**src/rtl/lane_defs.sv**
```systemverilog
// Shared lane constants for the demux, mux and lane FIFOs.
// Widths, FIFO depth and almost-full/empty thresholds.
package lane_defs;

  localparam int LANE_DATA_W = 8;
  localparam int LANE_DEPTH  = 4;
  localparam int LANE_ADDR_W = $clog2(LANE_DEPTH);
  localparam int LANE_AF     = 3;
  localparam int LANE_AE     = 1;

endpackage

```
**src/rtl/fifo_mem.sv**
```systemverilog
// Lane FIFO storage: DEPTH x DATA_W registers.
// One write port, one registered read port.
module fifo_mem
  import lane_defs::*;
#(
  parameter int DATA_W = LANE_DATA_W,
  parameter int DEPTH  = LANE_DEPTH,
  parameter int ADDR_W = LANE_ADDR_W
) (
  input  logic              clk,
  input  logic              reset_L,
  input  logic              wr_en,
  input  logic [ADDR_W-1:0] wr_addr,
  input  logic [DATA_W-1:0] wr_data,
  input  logic              rd_en,
  input  logic [ADDR_W-1:0] rd_addr,
  output logic [DATA_W-1:0] rd_data
);

  logic [DATA_W-1:0] mem_q [DEPTH];
  logic [DATA_W-1:0] rd_data_q;
  logic [DATA_W-1:0] rd_data_d;

  // Storage is never cleared; a same-address
  // read returns the word before this write.
  always_ff @(posedge clk) begin
    if (wr_en) begin
      mem_q[wr_addr] <= wr_data;
    end
  end

  // Read register loads on rd_en, else holds.
  always_comb begin
    rd_data_d = rd_data_q;
    if (rd_en) begin
      rd_data_d = mem_q[rd_addr];
    end
  end

  // Read register, cleared by reset.
  always_ff @(posedge clk) begin
    if (!reset_L) begin
      rd_data_q <= '0;
    end else begin
      rd_data_q <= rd_data_d;
    end
  end

  assign rd_data = rd_data_q;

endmodule

```
**src/rtl/fifo_lane.sv**
```systemverilog
// Per-lane synchronous FIFO behind the demux.
// Pointers, count, flags, read valid, sticky overflow.
module fifo_lane
  import lane_defs::*;
#(
  parameter int DATA_W    = LANE_DATA_W,
  parameter int DEPTH     = LANE_DEPTH,
  parameter int ADDR_W    = LANE_ADDR_W,
  parameter int AF_THRESH = LANE_AF,
  parameter int AE_THRESH = LANE_AE
) (
  input  logic              clk,
  input  logic              reset_L,
  input  logic [DATA_W-1:0] data_in,
  input  logic              push,
  input  logic              pop,
  output logic [DATA_W-1:0] data_out,
  output logic              valid_out,
  output logic              full,
  output logic              empty,
  output logic              almost_full,
  output logic              almost_empty,
  output logic              err_overflow
);

  localparam logic [ADDR_W:0] CNT_FULL =
    (ADDR_W+1)'(DEPTH);
  localparam logic [ADDR_W:0] CNT_AF =
    (ADDR_W+1)'(AF_THRESH);
  localparam logic [ADDR_W:0] CNT_AE =
    (ADDR_W+1)'(AE_THRESH);
  localparam logic [ADDR_W:0] CNT_ONE =
    (ADDR_W+1)'(1);
  localparam logic [ADDR_W-1:0] PTR_ONE =
    ADDR_W'(1);

  logic [ADDR_W-1:0] wr_ptr_q, wr_ptr_d;
  logic [ADDR_W-1:0] rd_ptr_q, rd_ptr_d;
  logic [ADDR_W:0]   count_q, count_d;
  logic              valid_q, valid_d;
  logic              ovf_q, ovf_d;
  logic              push_acc, pop_acc;

  assign full         = (count_q == CNT_FULL);
  assign empty        = (count_q == '0);
  assign almost_full  = (count_q >= CNT_AF);
  assign almost_empty = (count_q <= CNT_AE);

  // Accept logic and next-state for pointers,
  // count, read valid and the overflow flag.
  always_comb begin
    pop_acc  = pop && !empty;
    push_acc = push && (!full || pop_acc);
    wr_ptr_d = wr_ptr_q;
    rd_ptr_d = rd_ptr_q;
    count_d  = count_q;
    if (push_acc) begin
      wr_ptr_d = wr_ptr_q + PTR_ONE;
    end
    if (pop_acc) begin
      rd_ptr_d = rd_ptr_q + PTR_ONE;
    end
    unique case ({push_acc, pop_acc})
      2'b10:   count_d = count_q + CNT_ONE;
      2'b01:   count_d = count_q - CNT_ONE;
      default: count_d = count_q;
    endcase
    valid_d = pop_acc;
    ovf_d   = ovf_q | (push && full && !pop);
  end

  // Control state; reset wins over push/pop.
  always_ff @(posedge clk) begin
    if (!reset_L) begin
      wr_ptr_q <= '0;
      rd_ptr_q <= '0;
      count_q  <= '0;
      valid_q  <= 1'b0;
      ovf_q    <= 1'b0;
    end else begin
      wr_ptr_q <= wr_ptr_d;
      rd_ptr_q <= rd_ptr_d;
      count_q  <= count_d;
      valid_q  <= valid_d;
      ovf_q    <= ovf_d;
    end
  end

  fifo_mem #(
    .DATA_W (DATA_W),
    .DEPTH  (DEPTH),
    .ADDR_W (ADDR_W)
  ) u_mem (
    .clk     (clk),
    .reset_L (reset_L),
    .wr_en   (push_acc),
    .wr_addr (wr_ptr_q),
    .wr_data (data_in),
    .rd_en   (pop_acc),
    .rd_addr (rd_ptr_q),
    .rd_data (data_out)
  );

  assign valid_out    = valid_q;
  assign err_overflow = ovf_q;

endmodule
```
**config.mk**
```make
export PLATFORM = sky130hd
export DESIGN_NAME = fifo_lane
export DESIGN_NICKNAME = d
export VERILOG_FILES = /design/src/rtl/lane_defs.sv /design/src/rtl/fifo_mem.sv /design/src/rtl/fifo_lane.sv
export SDC_FILE = /design/constraint.sdc
export NUM_CORES = 1
export LEC_CHECK = 0
export CAP_MARGIN = 20
export CORE_UTILIZATION = 58
export CTS_CLUSTER_SIZE = 28
export DETAILED_ROUTE_END_ITERATION = 8
export GPL_TIMING_DRIVEN = 0
export PLACE_DENSITY = 0.92
export SLEW_MARGIN = 5
export SYNTH_ARGS = -nofsm -noshare
export SYNTH_HDL_FRONTEND = slang
export SYNTH_SLANG_ARGS = --single-unit
export TNS_END_PERCENT = 10
```
**constraint.sdc**
```tcl
create_clock -name clk -period 2.7 [get_ports clk]
set_input_delay 0.81 -clock clk [delete_from_list [all_inputs] [get_ports clk]]
set_output_delay 0.81 -clock clk [all_outputs]
set_load 0.1 [all_outputs]
```
==> results.json, run 1 <==
{
  "status": "completed",
  "crit_required_ns": 1.89,
  "die_y_um": 62.26,
  "power.density_mw_per_mm2": 1145,
  "ys_seq_area_share_pct": 61.79,
  "avgSynthCellArea_um2": 13.85,
  "drcViolationCount": 0,
  "max_clock_freq_mhz": 391.3,
  "synth_area_mm2": 0.002106,
  "drv_slew": 0,
  "synth_edf_count": 32,
  "critical_path_arrival_ns": 1.75,
  "tightest_slew_ns": 0.9807,
  "final_cell_mix": "edfxtp_1 (32), nand2_1 (21), dfxtp_1 (17)",
  "path_cells": "inv_1, ha_2, nand2b_2, inv_1, clkbuf_4",
  "grt_pass1_vias": 1267,
  "crit_path_end_kind": "output pin",
  "setup_viol": 0,
  "grt_antenna_before_repair": 0,
  "syn_to_final_growth_pct": 17.35,
  "fin_nets": 204,
  "cts_buffer_depth": 2,
  "period_share_pct": 94.64,
  "slew_headroom_pct": 34.51,
  "routed_wl_um": 3729,
  "grt_overflow": 0,
  "drtPass1Iterations": 4,
  "clk_latency_ns": 0.36,
  "hold_class": "flop to flop",
  "cpMostUsedCell": "inv_1",
  "cts_setup_buffers": 0,
  "pre_cts_ws_ns": -0.3114,
  "clock_sinks": 49,
  "root_buffer": "clkbuf_4",
  "place_hpwl_um": 2585,
  "final_util_pct": 72.34,
  "routedWlPerCell_um": 16.21,
  "dieArea_mm2": 0.003876,
  "place.gp.congestion": 0.8262,
  "path_max_fanout": 8,
  "crit_path_start_kind": "flop",
  "hold_viol_final": 0,
  "synth-seq-cells": 49,
  "critical_path.top_delay_family": "buffers and inverters",
  "synth_ff_type": "edfxtp_1",
  "power_leakage_nw": 1.039,
  "antenna_cells": 0,
  "drv_cap": 0,
  "rsz0062_at_grt": "false",
  "cts_made_buffers": 5,
  "setup_ws_ns": 0.1446,
  "grt_max_degree": 16,
  "clk_pin_slew_ns": 0.14,
  "fillCellCount": 239,
  "syn-num-nets": 173,
  "async_reset_ff_share_pct": 0,
  "grt_pass1_wl_um": 5996,
  "finalClockSkew_ns": 0.01062,
  "synth_cell_types": 31,
  "io_pins": 26,
  "ant_nets": 0,
  "critical_path_buf_inv_count": 3,
  "portBuffers": 24,
  "fin_crit_ns": 2.555,
  "ys.warnings.count": 0,
  "die_w_um": 62.26,
  "drt_iter0_drc": 79,
  "viasPerCell": 5.413,
  "drive_gt1_share_pct": 20.11,
  "layout_commonest_cell": "edfxtp_1",
  "ir_worst_vdd_v": 0.0004860,
  "vias": 1245,
  "crit_type": "flop to output pin",
  "fp-row-count": 21,
  "grtUsageTotal_pct": 21.19,
  "cts_tree": "yes",
  "h-tree-depth": 2,
  "core-area_mm2": 0.003416,
  "critPathMaxStageDelay_ns": 0.38,
  "cp_slowest_cell": "dfxtp_1",
  "start_util_pct": 61.65,
  "syn_inst": 152
}
-- path summary, 6_finish.rpt --
kind / start / end / slack (ns) / cells past startpoint
setup / recovery: count_q[1] / empty / 0.14 / 5
hold / removal: u_mem.rd_data[1] / u_mem.rd_data[1] / 0.47 / 2
setup reg to reg: count_q[1] / u_mem.mem_q[2][1] / 0.82 / 5
hold reg to reg: u_mem.rd_data[1] / u_mem.rd_data[1] / 0.47 / 2
-- registers in the layout (all words and copies together) (netlist names) --
register and cells:
u_mem.rd_data 8, count_q 3, wr_ptr_q 2, valid_out 1, err_overflow 1, u_mem.mem_q 32, rd_ptr_q 2
-- worst reg2reg max path: cells and delay by family, from the launching register on --
kind                       cells  cell delay (ns)
AOI/OAI and AO/OA              1             0.16
adders and majority gates      1             0.26
buffers and inverters          1             0.15
DFF                            1             0.43
and+or+nand+nor                2             0.54
-- cells by family after synthesis --
family	share of synthesized area [%]
flip-flops	61.79
buffers and inverters	3.446
AND/OR/NAND/NOR	10.40
XOR/XNOR	1.248
AO/OA/AOI/OAI	7.724
adder cells (fa/ha/maj)	5.882
multiplexers	9.507
-- per-stage QoR --
stage                     total power [mW]  instance area [µm²]   TNS, ns  hold slack [ns]  cells
after floorplan                      2.217                 2106  -0.02384           0.4688    152
after global placement               2.500                 2404   -0.5663           0.4469    222
after detailed placement             2.548                 2404   -0.7200           0.4576    222
after CTS                            2.856                 2456   -0.1426           0.4752    230
after global routing                 2.967                 2471         0           0.4886    230
final                                2.829                 2471         0           0.4681    230
-- report_power, final --
part           internal (mW)  switching, mW  leakage (nW)
Sequential             0.925         0.0691         0.433
Combinational          0.433           1.07         0.574
Clock                  0.105          0.226        0.0326
Total                   1.46           1.37          1.04
-- synth_stat cells (2+ instances only) --
library cell	instances	area share, %
a21oi_1	3	0.71
and2_1	8	2.4
buf_6	3	1.6
clkbuf_1	2	0.36
dfxtp_1	17	16
edfxtp_1	32	46
ha_1	9	5.3
inv_1	7	1.2
mux2i_1	2	0.95
mux4_2	8	8.6
nand2_1	21	3.7
nand2b_1	3	0.89
nand3_1	2	0.48
nor2_1	5	0.89
nor2b_1	2	0.59
o21ai_0	3	0.71
o21ai_1	2	0.48
o21ai_2	8	3.3
xnor2_1	3	1.2
-- metal layers --
metal | share of wire, % | GRT usage, % | vias up
met5 | 0 | 0 | -
met4 | 1.2 | 8.140 | 0
met3 | 5.4 | 7.721 | 6
met2 | 52 | 34.07 | 32
met1 | 41 | 26.20 | 601
li1 | - | - | 606
-- what timing repair did --
action,in CTS,in global routing
setup endpoints to repair,4,14
hold buffers,0,0
resized for setup,15,18
cloned,0,0
-- cell type report --
| class | instances | area (µm²) | share of cell area, % |
|---|---|---|---|
| clock buffer | 6 | 41.29 | 1.671 |
| multi-input combinational | 90 | 734.5 | 29.72 |
| sequential | 49 | 1301 | 52.66 |
| tap | 46 | 57.56 | 2.329 |
| timing repair buffer | 24 | 250.2 | 10.13 |
| buffer | 6 | 46.29 | 1.873 |
| clock inverter | 2 | 13.76 | 0.5570 |
| inverter | 7 | 26.28 | 1.063 |
No activity file was read; power rests on OpenSTA's default activity.
==> run 2: changes to the inputs <==
SKIP_LAST_GASP = 1   (was unset)
==> run 2 against run 1 <==
  * Combinational power about the same
  * Via count rose by 0.40%
  * Non-clock buffer count stayed put
  * Register-to-register slack worse by 0.07 ns
  * Global-route usage stayed put
  * Routed wire length shrank 2.9%
  * The run now ends with setup timing left
==> results.json, run 2 (synthesis gave the netlist of run 1 again) <==
{
  "clk_pin_slew_ns": 0.14,
  "final_cell_mix": "edfxtp_1 (32), nand2_1 (21), clkdlybuf4s50_1 (20)",
  "layout_commonest_cell": "edfxtp_1",
  "start_util_pct": 61.65,
  "violations": "setup timing",
  "dieArea_mm2": 0.003876,
  "pre_cts_ws_ns": -0.3114,
  "max_clock_freq_mhz": 352.1,
  "syn_to_final_growth_pct": 16.64,
  "grt_pass1_vias": 1267,
  "cts_buffer_depth": 2,
  "routed_wl_um": 3620,
  "grt_overflow": 0,
  "portBuffers": 24,
  "path_cells": "inv_1, ha_1, nand2b_2, inv_1, clkdlybuf4s18_2",
  "setup_viol": 2,
  "clkPwrFrac_pct": 11.7,
  "core-area_mm2": 0.003416,
  "drcViolationCount": 0,
  "cpMostUsedCell": "inv_1",
  "seq_power_share_pct": 35.1,
  "slew_headroom_pct": 33.78,
  "grt_antenna_before_repair": 0,
  "cp_slowest_cell": "clkdlybuf4s18_2",
  "io_pins": 26,
  "met3WireLength_um": 213,
  "hold_viol_final": 0,
  "setup_ws_ns": -0.1399,
  "p_comb_share_pct": 53.2,
  "grtUsageTotal_pct": 21.19,
  "clk_latency_ns": 0.36,
  "root_buffer": "clkbuf_4",
  "critPathMaxStageDelay_ns": 0.53,
  "clock_sinks": 49,
  "period_share_pct": 105.2,
  "top_layer": "met4",
  "stdcell_area_mm2": 0.002456,
  "crit_path_end_kind": "output pin",
  "cts_setup_buffers": 0,
  "drv_cap": 0,
  "drtPass1Iterations": 4,
  "power.density_mw_per_mm2": 1155,
  "rsz0062_at_grt": "true",
  "place.gp.congestion": 0.8262,
  "place_hpwl_um": 2585,
  "hold_class": "flop to flop",
  "drv_slew": 0,
  "h-tree-depth": 2,
  "grt_pass1_wl_um": 5996,
  "ir_worst_vdd_v": 0.0004773,
  "antenna_cells": 0,
  "hold_depth": 2,
  "switchingPower_mw": 1.365,
  "crit_path_start_kind": "flop",
  "largest_register_ffs": 32,
  "drive_gt1_share_pct": 19.57,
  "cts_tree": "yes",
  "power_leakage_nw": 0.8665,
  "top_register": "u_mem.mem_q",
  "drt_iter0_drc": 93,
  "ant_nets": 0,
  "die_y_um": 62.26,
  "finalClockSkew_ns": 0.01385,
  "vias": 1250,
  "fin_nets": 204,
  "fin_crit_ns": 2.840,
  "path_depth": 5,
  "internal_power_mw": 1.471,
  "fp-row-count": 21,
  "met1Wirelength_um": 1502,
  "die_w_um": 62.26,
  "wl_met2_um": 1860,
  "status": "finished, violations left",
  "tightest_slew_ns": 0.9902,
  "critical_path_buf_inv_count": 3,
  "routedWlPerCell_um": 15.74,
  "switching_share_pct": 48.13,
  "worstRegToRegCells": 5,
  "grt_max_degree": 16,
  "cts_made_buffers": 5,
  "path_max_fanout": 8,
  "crit_required_ns": 1.89,
  "critical_path.top_delay_family": "buffers and inverters",
  "critical_path_arrival_ns": 2.03,
  "place_area_mm2": 0.002404,
  "crit_type": "flop to output pin",
  "viasPerCell": 5.435
}
run 2: metrics by stage:
step	util, %	std cells	TNS [ns]	total power [mW]	hold WS, ns
5_1_grt	71.90	230	-0.8302	2.978	0.4930
4_1_cts	72.09	230	-0.4425	2.856	0.4752
2_1_floorplan	-	152	-0.02384	2.217	0.4688
3_5_place_dp	70.37	222	-0.7200	2.548	0.4576
6_report	71.90	230	-0.2668	2.836	0.4708
3_3_place_gp	70.37	222	-0.5663	2.500	0.4469
run 2: area by class of cell:
| cell class | instances | area (µm²) |
|---|---|---|
| buffer | 6 | 46.29 |
| clock buffer | 6 | 41.29 |
| clock inverter | 2 | 13.76 |
| fill | 241 | 959.7 |
| inverter | 7 | 26.28 |
| multi-input combinational | 90 | 732.0 |
| sequential | 49 | 1301 |
| tap | 46 | 57.56 |
| timing repair buffer | 24 | 237.7 |
run 2: worst paths after layout:
check,startpoint,to,slack (ns)
worst max-delay path,count_q[1],empty,-0.14
worst min-delay path,u_mem.rd_data[6],u_mem.rd_data[6],0.47
worst max register to register,count_q[1],u_mem.mem_q[2][1],0.75
worst min register to register,u_mem.rd_data[6],u_mem.rd_data[6],0.47
run 2: layer usage:
metal,global-route usage [%],vias up
met2,34.07,34
li1,-,606
met5,0,-
met1,26.20,604
met3,7.721,6
met4,8.140,0
run 2: repair_timing:
action,in CTS,in global routing
resized for setup,11,2
setup endpoints to repair,4,14
hold buffers,0,0
run 2: power by group through the flow:
stage | clock (mW) | combinational [mW] | sequential, mW
finish | 0.333 | 1.51 | 0.995
global route | 0.373 | 1.59 | 1.01
CTS | 0.338 | 1.52 | 0.995
detailed placement | 0 | 1.54 | 1.01
global placement | 0 | 1.50 | 1.00
floorplan | 0 | 0.915 | 1.30
run 2: tightest hold or removal path, stage by stage, from the launching register on:
cell and delay (ns):
dfxtp_1 0.34, nand2_1 0.07, o21ai_2 0.05
==> run 3: changes to the inputs <==
CORE_UTILIZATION = 50   (was 58)
GPL_TIMING_DRIVEN = unset   (was 0)
PLACE_DENSITY = 0.82   (was 0.92)
==> run 3 against run 2 <==
  * The flow now finishes without violations
  * Clock power grew 32%
  * Critical endpoint unchanged
  * Die area grew 15%
  * Largest cell class unchanged
  * Core utilization shrank 10 points
  * Worst setup slack gained 0.38 ns
  * Routed wire length shrank 3.8%
  * Sequential share of layout area shrank 0.69 points
  * Clock-buffer cell count shrank 1
  * Global-route usage shrank 3.3 points
  * Cell count is the same
  * Sequential cell count is the same
==> results.json, run 3 (synthesis gave the netlist of run 1 again) <==
{
  "routedWlPerCell_um": 15.14,
  "critical_path_arrival_ns": 1.65,
  "dieArea_mm2": 0.004475,
  "path_max_fanout": 8,
  "final_cell_mix": "edfxtp_1 (32), nand2_1 (21), dfxtp_1 (17)",
  "viasPerCell": 5.348,
  "status": "completed",
  "fin_setup_tns_ns": 0,
  "io_pins": 26,
  "max_clock_freq_mhz": 406.9,
  "drv_cap": 0,
  "setup_ws_ns": 0.2423,
  "power.density_mw_per_mm2": 1212,
  "clk_pin_slew_ns": 0.09,
  "start_util_pct": 52.27,
  "largest_register_ffs": 32,
  "pre_cts_ws_ns": 0.2924,
  "period_share_pct": 91.03,
  "drive_gt1_share_pct": 24.44,
  "grtUsageTotal_pct": 17.92,
  "place_hpwl_um": 2639,
  "fillCellCount": 304,
  "drt_iter0_drc": 25,
  "cts_made_buffers": 5,
  "cts_hold_buf": 0,
  "startpoint": "count_q[1]",
  "worstRegToRegCells": 5,
  "clock_sinks": 49,
  "final_util_pct": 61.77,
  "routed_wl_um": 3482,
  "syn_to_final_growth_pct": 18.18,
  "stdcell_area_mm2": 0.002489,
  "drtPass1Iterations": 6,
  "grt_pass1_vias": 1170,
  "timing.rr.start": "count_q[1]",
  "root_buffer": "clkbuf_8",
  "ir_worst_vdd_v": 0.0006253,
  "ant_nets": 0,
  "core-area_mm2": 0.004029,
  "layout_commonest_cell": "edfxtp_1",
  "vias": 1230,
  "fin_crit_ns": 2.458,
  "clk_latency_ns": 0.30,
  "hold_class": "flop to flop",
  "tightest_slew_ns": 0.6260,
  "grt_antenna_before_repair": 0,
  "slew_headroom_pct": 58.21,
  "cts_resized": 0,
  "grt_overflow": 0,
  "power.total_mw": 3.015,
  "h-tree-depth": 2,
  "area.sequential_mm2": 0.001301,
  "top_register": "u_mem.mem_q",
  "fin_nets": 200,
  "place.gp.congestion": 0.8098,
  "worstSetupEndpoint": "empty",
  "crit_path_start_kind": "flop",
  "drv_slew": 0,
  "hold_viol_final": 0,
  "grt_pass1_wl_um": 5664,
  "cts_buffer_depth": 2,
  "grt_max_degree": 18,
  "power_leakage_nw": 0.9009,
  "finalClockSkew_ns": 0.005149,
  "r2r_end": "u_mem.mem_q[0][5]",
  "die_w_um": 66.90,
  "crit_path_end_kind": "output pin",
  "fin_cells": 230,
  "crit_required_ns": 1.89,
  "portBuffers": 25,
  "dp_cells": 222,
  "rsz0062_at_grt": "false",
  "antenna_cells": 0,
  "die_y_um": 66.90,
  "fp-row-count": 23,
  "setup_viol": 0,
  "drcViolationCount": 0,
  "multiInputGateArea_um2": 732.0,
  "cts_tree": "yes",
  "cts_setup_buffers": 0,
  "place_area_mm2": 0.002395,
  "crit_type": "flop to output pin",
  "fin_hold_ws_ns": 0.4611,
  "r2r_slack_ns": 0.81
}
[run 3: cell count changes in the layout (fill, tap and decap cells not counted), moves of 2 or more]
| cell | change |
|---|---|
| clkbuf_4 | -5 |
| clkdlybuf4s15_2 | -2 |
| buf_6 | -3 |
| buf_12 | +4 |
| clkbuf_8 | +5 |
| clkdlybuf4s50_1 | -9 |
| clkbuf_1 | -3 |
| buf_4 | +11 |
[run 3: power by group]
group	switching, mW	internal, mW
registers	0.113	0.925
clock network	0.254	0.187
logic	1.02	0.512
total	1.39	1.62
[run 3: metal layers]
metal	track usage [%]	vias to the layer above	wire [µm]
li1	-	597	-
met1	26.17	581	1708
met2	25.00	46	1509
met3	4.795	6	215
met4	7.181	0	49
met5	0	-	0
[run 3: area by class of cell]
cell class | count | area share [%]
Sequential cell | 49 | 52.29
Multi-Input combinational cell | 90 | 29.41
Timing Repair Buffer | 26 | 10.96
Clock buffer | 5 | 2.765
Tap cell | 50 | 2.514
Inverter | 7 | 1.056
Clock inverter | 3 | 1.006
[run 3: how the worst min path moves through the flow]
stage	startpoint	to	depth (start not counted)
detailed placement	u_mem.rd_data[5]	u_mem.rd_data[5]	2
finish	u_mem.rd_data[1]	u_mem.rd_data[1]	2
global route	u_mem.rd_data[1]	u_mem.rd_data[1]	2
floorplan	count_q[0]	count_q[0]	2
global placement	u_mem.rd_data[5]	u_mem.rd_data[5]	2
CTS	u_mem.rd_data[5]	u_mem.rd_data[5]	2
[run 3: critical path, cell delays in order, from the launching register on]
cell      delay, ns
dfxtp_1        0.36
inv_1          0.19
ha_1           0.36
nand2b_2       0.14
inv_1          0.12
buf_12         0.18
